### config.mk
export PLATFORM = sky130hd
export DESIGN_NAME = pixel_bit_arbiter
export DESIGN_NICKNAME = d
export VERILOG_FILES = /design/src/rtl/pixel_bit_arbiter.sv
export SDC_FILE = /design/constraint.sdc
export NUM_CORES = 1
export LEC_CHECK = 0
export ABC_AREA = 1
export CAP_MARGIN = 5
export CORE_MARGIN = 2
export CORE_UTILIZATION = 40
export DETAILED_ROUTE_END_ITERATION = 6
export PLACE_DENSITY = 0.73
export SLEW_MARGIN = 30
export SYNTH_ARGS = -nofsm -noshare
export SYNTH_HDL_FRONTEND = slang
export SYNTH_SLANG_ARGS = --single-unit
export TNS_END_PERCENT = 5
### constraint.sdc
create_clock -name clk -period 1.51 [get_ports clk]
set_input_delay 0.302 -clock clk [delete_from_list [all_inputs] [get_ports clk]]
set_output_delay 0.302 -clock clk [all_outputs]
set_load 0.01 [all_outputs]
### src/rtl/pixel_bit_arbiter.sv
// pixel_bit_arbiter: round-robin sharing of one serial-to-parallel bit packer
//   between two bit-serial pixel sources, one BURST_WORDS-word burst per grant.
// Latency: grant 1 cycle after vld in IDLE; tagged word 3 cycles after its last bit.
// Backpressure: only the granted channel sees rdy; a vld drop stalls the packer (no timeout).
// Ports:
//   clk, rst_n          clock, async active-low reset (shared with the packer)
//   vldN/dinN/rdyN      per-channel serial bit stream, MSB of each word first
//   cvt_en/cvt_din      drive the packer's en/din pins
//   cvt_dout/cvt_oe     packed word and its strobe coming back from the packer
//   out_vld/out_data/out_ch  tagged packed word, one-cycle strobe
//   out_err             sticky: packer produced a word with no tag pending
`ifndef CACHE_WIDTH
`define CACHE_WIDTH 8
`endif

module pixel_bit_arbiter #(
  parameter int WORD_BITS   = `CACHE_WIDTH,
  parameter int BURST_WORDS = 4
) (
  input  logic                 clk,
  input  logic                 rst_n,
  input  logic                 vld0,
  input  logic                 vld1,
  input  logic                 din0,
  input  logic                 din1,
  output logic                 rdy0,
  output logic                 rdy1,
  output logic                 cvt_en,
  output logic                 cvt_din,
  input  logic [WORD_BITS-1:0] cvt_dout,
  input  logic                 cvt_oe,
  output logic                 out_vld,
  output logic [WORD_BITS-1:0] out_data,
  output logic                 out_ch,
  output logic                 out_err
);

  localparam int BW = (WORD_BITS   > 1) ? $clog2(WORD_BITS)   : 1;
  localparam int WW = (BURST_WORDS > 1) ? $clog2(BURST_WORDS) : 1;

  typedef enum logic {IDLE, XFER} state_t;

  state_t          state, state_nxt;
  logic            cur_ch, cur_ch_nxt;
  logic            rr_ptr, rr_ptr_nxt;   // channel favoured on a tie
  logic [BW-1:0]   bit_cnt, bit_cnt_nxt;
  logic [WW-1:0]   word_cnt, word_cnt_nxt;
  logic            word_end;             // last bit of a word accepted this cycle

  // Tag delay line, two stages to line up with the packer's en->oe latency.
  logic            tag1_vld, tag1_ch;
  logic            tag2_vld, tag2_ch;

  always_comb begin
    state_nxt    = state;
    cur_ch_nxt   = cur_ch;
    rr_ptr_nxt   = rr_ptr;
    bit_cnt_nxt  = bit_cnt;
    word_cnt_nxt = word_cnt;
    rdy0         = 1'b0;
    rdy1         = 1'b0;
    cvt_en       = 1'b0;
    cvt_din      = 1'b0;
    word_end     = 1'b0;
    case (state)
      IDLE: begin
        if (vld0 || vld1) begin
          state_nxt    = XFER;
          bit_cnt_nxt  = '0;
          word_cnt_nxt = '0;
          cur_ch_nxt   = (vld0 && vld1) ? rr_ptr : vld1;
        end
      end
      XFER: begin
        rdy0    = ~cur_ch;
        rdy1    = cur_ch;
        cvt_en  = cur_ch ? vld1 : vld0;
        cvt_din = cur_ch ? din1 : din0;
        if (cvt_en) begin
          if (bit_cnt == BW'(WORD_BITS - 1)) begin
            word_end    = 1'b1;
            bit_cnt_nxt = '0;
            if (word_cnt == WW'(BURST_WORDS - 1)) begin
              // Burst done: the IDLE cycle that follows is the bubble.
              state_nxt    = IDLE;
              word_cnt_nxt = '0;
              rr_ptr_nxt   = ~cur_ch;
            end else begin
              word_cnt_nxt = word_cnt + WW'(1);
            end
          end else begin
            bit_cnt_nxt = bit_cnt + BW'(1);
          end
        end
      end
      default: state_nxt = IDLE;
    endcase
  end

  always_ff @(posedge clk or negedge rst_n) begin
    if (!rst_n) begin
      state    <= IDLE;
      cur_ch   <= 1'b0;
      rr_ptr   <= 1'b0;
      bit_cnt  <= '0;
      word_cnt <= '0;
    end else begin
      state    <= state_nxt;
      cur_ch   <= cur_ch_nxt;
      rr_ptr   <= rr_ptr_nxt;
      bit_cnt  <= bit_cnt_nxt;
      word_cnt <= word_cnt_nxt;
    end
  end

  always_ff @(posedge clk or negedge rst_n) begin
    if (!rst_n) begin
      tag1_vld <= 1'b0;
      tag1_ch  <= 1'b0;
      tag2_vld <= 1'b0;
      tag2_ch  <= 1'b0;
      out_vld  <= 1'b0;
      out_data <= '0;
      out_ch   <= 1'b0;
      out_err  <= 1'b0;
    end else begin
      tag1_vld <= word_end;
      tag1_ch  <= cur_ch;
      tag2_vld <= tag1_vld;
      tag2_ch  <= tag1_ch;
      out_vld  <= cvt_oe;
      if (cvt_oe) begin
        out_data <= cvt_dout;
        out_ch   <= tag2_ch;
        // A packer word with no tag means the packer and this block lost sync.
        if (!tag2_vld) out_err <= 1'b1;
      end
    end
  end

endmodule

Yosys cells after proc, flatten, opt, wreduce, memory -nomap -nowiden
Cells that the tools add are included.
Operators by class
  $add $sub $neg: 2
  equal/unequal tests: 5
  multiplexer cells: 24
  bitwise gates (word level): 3
  reduce and logical (&&, ||, !) cells: 7
Operators with widths (count)
  $mux W1: 14
  $mux W3: 3
  $mux W2: 4
  $pmux W3 S2: 1
  $reduce_and A2 Y1: 3
  $ne A2 B1 Y1 const B: 2
  $pmux W2 S2: 1
  $reduce_and A4 Y1: 1
  $add A3 B1 Y3 const B: 1
  $eq A3 B3 Y1 const B: 1
  $not A1 Y1: 3
  $reduce_and A3 Y1: 1
  $add A2 B1 Y2 const B: 1
  $eq A2 B2 Y1 const B: 1
  $ne A2 B2 Y1 const B: 1
  $pmux W1 S2: 1
  $logic_and A1 B1 Y1: 1
  $logic_or A1 B1 Y1: 1
Word-level totals
  register bits: 23
  logic and storage cells: 54

Longest topological paths before layout
  depth in word-level cells: 5
  depth in mapped cells: 7

Least setup slack after synthesis
No wires, ideal clock.
  path type: register to output
  start: register state
  end: output cvt_din
  arrival: 0.851 ns
  required time: 1.208 ns
  path slack: 0.357 ns
  cell stages (with the launch flop): 6
  path through: dfrtp_1 -> buf_2 -> nand2_1 -> inv_1 -> nand2_1 -> nand2_1
Between the ends
  cells in the longest elaborated chain, start to end: 1
RTL lines
  start: declaration: RTL line 43  | state_t state, state_nxt;
  start signal: assignment: RTL line 108  | state <= state_nxt;
  $mux W1: RTL line 65  | case (state)
  end: declaration: RTL line 29  | output logic cvt_din,
Every way passes these cells.

Worst setup path after layout
  start: register cur_ch
  end: output cvt_en
Between the ends
  cells in the longest elaborated chain, start to end: 2
RTL lines
  start: declaration: RTL line 44  | logic cur_ch, cur_ch_nxt;
  start signal: assignment: RTL line 109  | cur_ch <= cur_ch_nxt;
  $mux W1: RTL line 77  | cvt_en = cur_ch ? vld1 : vld0;
  $mux W1: RTL line 65
  end: declaration: RTL line 28  | output logic cvt_en,
Every way passes these cells.

==> impl_metrics.tcl <==
set metrics [dict create \
    status "complete, but fails checks" \
    violations "negative setup slack" \
    num_rows 17 \
    synth_warnings 0 \
    p_leak_uw 0.000824 \
    ir_worst_vdd_mv 0.619 \
    core_area_um2 2250 \
    seqPwrFrac_pct 50.7 \
    cts_tree "built" \
    die_h_um 53.1 \
    finalCritPeriodShare_pct 102 \
    yosys_most_used_dff "dfrtp_1" \
    finalHoldWorstSlack_ns 0.347 \
    dieArea_um2 2820 \
    internal_power_uw 1070 \
    cp-end-kind "output port" \
    grt.overflow.total 0 \
    yosysUniqueCellTypes 16 \
    drtIter0Drc 14 \
    p_comb_share_pct 31.6 \
    ctsLongestPathBuffers 2 \
    slew_headroom_pct 78.5 \
    initial_core_util_pct 42.7 \
    wire_per_inst_um 11.5 \
    drc 0 \
    grt_pass1_vias 803 \
    worstReg2RegStart "cur_ch$_DFFE_PN0P_" \
    drv_slew 0 \
    hold_viol_final 0 \
    max_freq_mhz 649 \
    clkLatencyLatePin_ns 0.30 \
    p_sw_share_pct 30.2 \
    setup_viol 2 \
    synth_seq_cells 23 \
    vias 816 \
    nets 166 \
    path_max_fanout 4 \
    final_area_um2 1410 \
    tightest_slew_ns 0.323 \
    max_cap_viol_count 0 \
    p_per_area_nw_per_um2 1080 \
    largest_registers "out_data: 8 flops, bit_cnt: 3 flops, word_cnt: 2 flops" \
    pre_cts_slack_ns -0.387 \
    firstDrtPassIters 4 \
    clk_pin_slew_ns 0.12 \
    ys_top_cells_by_count "nand2_1, dfrtp_1, nand3_1, inv_1, ha_1" \
    synth_area_leaders "dfrtp_1, nand2_1, nand3_1" \
    fill_cells 208 \
    via_per_inst 4.66 \
    syn_area_per_cell_um2 9.18 \
    synth_fp_nets 123 \
    synthCells 105 \
    worstSetupStartpoint "cur_ch$_DFFE_PN0P_" \
    gr-usage-all-layers_pct 16.5 \
    h-tree-depth 1 \
    ff2ff_setup_slack_ns 0.25 \
    cts_inserted_buffers 3 \
    critPathRequiredTime_ns 1.21 \
    r2r-end "bit_cnt[2]$_DFFE_PN0P_" \
    hpwl_um 1460 \
    syn_area_um2 963 \
    yosysMostFrequentCell "nand2_1" \
    postCtsHoldBufs 0 \
    reg2regPathDepth 9 \
    grt_start_max_net_pins 24 \
    p_clk_share_pct 17.7 \
    synth_top_cell_by_area "dfrtp_1" \
    cts.root.buffer_cell "clkbuf_4" \
    wl_um 2010 \
    hp-class "primary input to async pin" \
    drive_gt1_share_pct 17.0 \
    ant_nets 0 \
    synth_edf_count 0 \
    syn_to_final_growth_pct 46.5 \
    finalWeightedCongestion 0.704 \
    fin_crit_ns 1.54 \
    rsz0062_at_grt "yes" \
    p_sw_uw 462 \
    crit_type "flop to output port" \
    seq_area_frac_synth_pct 59.7 \
    timing.setup.tns_ns -0.0311 \
    largest_register "out_data" \
    n_antenna_cell 0 \
    dpl.cell_count 169 \
    grt_pass1_wl_um 3380 \
    largest_reg_flops 8 \
    endpoint "cvt_en" \
    dieWidth_um 53.1 \
    cp.arrival_ns 1.24 \
    cts_sinks 23 \
    final_cells 175 \
    start_kind "flop" \
    pin_count 30 \
    setup_ws_ns -0.0305 \
    post_dp_cell_area_um2 1340 \
    port_buffers 29 \
    synth.top_cell.area_share_pct 59.7 \
    skew_ns 0.00310 \
    ys_async_sr_fraction_pct 100 \
    antenna_found_initial 0 \
]
==> logic make-up (layout without fill, tap and decap cells) <==
logic type	Yosys count	in the layout	synth area share, %
adders and majority gates	3	3	3.90
AOI/OAI and AO/OA	4	4	2.73
and+or+nand+nor	63	63	28.4
buffers and inverters	12	54	5.19
DFF	23	23	59.7
==> per-stage QoR <==
step | util [%] | power (uW)
detailed placement | 59.6 | 1260
CTS | 60.7 | 1520
floorplan | - | 1010
global placement | 59.6 | 1230
finish | 62.6 | 1530
global route | 62.6 | 1630
==> power groups by stage <==
| stage | Sequential (uW) | Clock [uW] | Combinational, uW |
|---|---|---|---|
| after floorplan | 794 | 0 | 219 |
| after global placement | 788 | 0 | 441 |
| after detailed placement | 791 | 0 | 468 |
| after CTS | 773 | 279 | 464 |
| after global routing | 789 | 301 | 545 |
| final | 774 | 271 | 482 |
==> cell type report <==
| type | count | area (um2) | area share, % |
|---|---|---|---|
| inverter | 10 | 40.0 | 2.84 |
| timing repair buffer | 40 | 387 | 27.4 |
| multi-input combinational | 70 | 348 | 24.6 |
| clock buffer | 4 | 26.3 | 1.86 |
| sequential | 23 | 576 | 40.8 |
| tap | 28 | 35.0 | 2.48 |
==> critical path, cell delays in order (launching register included) <==
cell and delay, ns:
dfrtp_1 0.44, buf_6 0.15, inv_4 0.05, nand2_4 0.05, nand2_4 0.08, nand2_4 0.05
inv_2 0.05, buf_6 0.09
==> worst min-delay path by stage <==
stage,to,slack (ns),cells past startpoint
finish,out_data[6]$_DFFE_PN0P_,0.35,2
global route,out_data[0]$_DFFE_PN0P_,0.36,2
CTS,out_err$_DFFE_PN0P_,0.35,2
detailed placement,tag2_vld$_DFF_PN0_,0.33,0
global placement,tag2_ch$_DFF_PN0_,0.33,0
floorplan,bit_cnt[0]$_DFFE_PN0P_,0.006,0
==> what timing repair did <==
| item | 4_1_cts | 5_1_grt |
|---|---|---|
| resized for setup | 14 | 12 |
| pin swaps | 0 | 1 |
| buffers inserted | 1 | 1 |
| endpoints found under the setup margin | 8 | 9 |
==> layout by cell type (no fill, tap or decap), types with 2 or more instances in the layout <==
master and n:
nand4_1 2, nand3_1 10, clkdlybuf4s50_1 15, inv_1 7, dlymetal6s2s_1 6, nand2_1 44
buf_6 2, buf_4 10, clkbuf_4 3, nand2_4 3, ha_1 3, nand2_2 2
o21ai_0 2, dfrtp_1 23, dlygate4sd2_1 6
==> routing by layer <==
metal  routed length (um)  track usage (%)
met1                  845             19.0
met4                   27             5.56
met5                    0                0
met3                  133             3.11
met2                 1000             30.2
No activity file was read; power rests on OpenSTA's default activity.
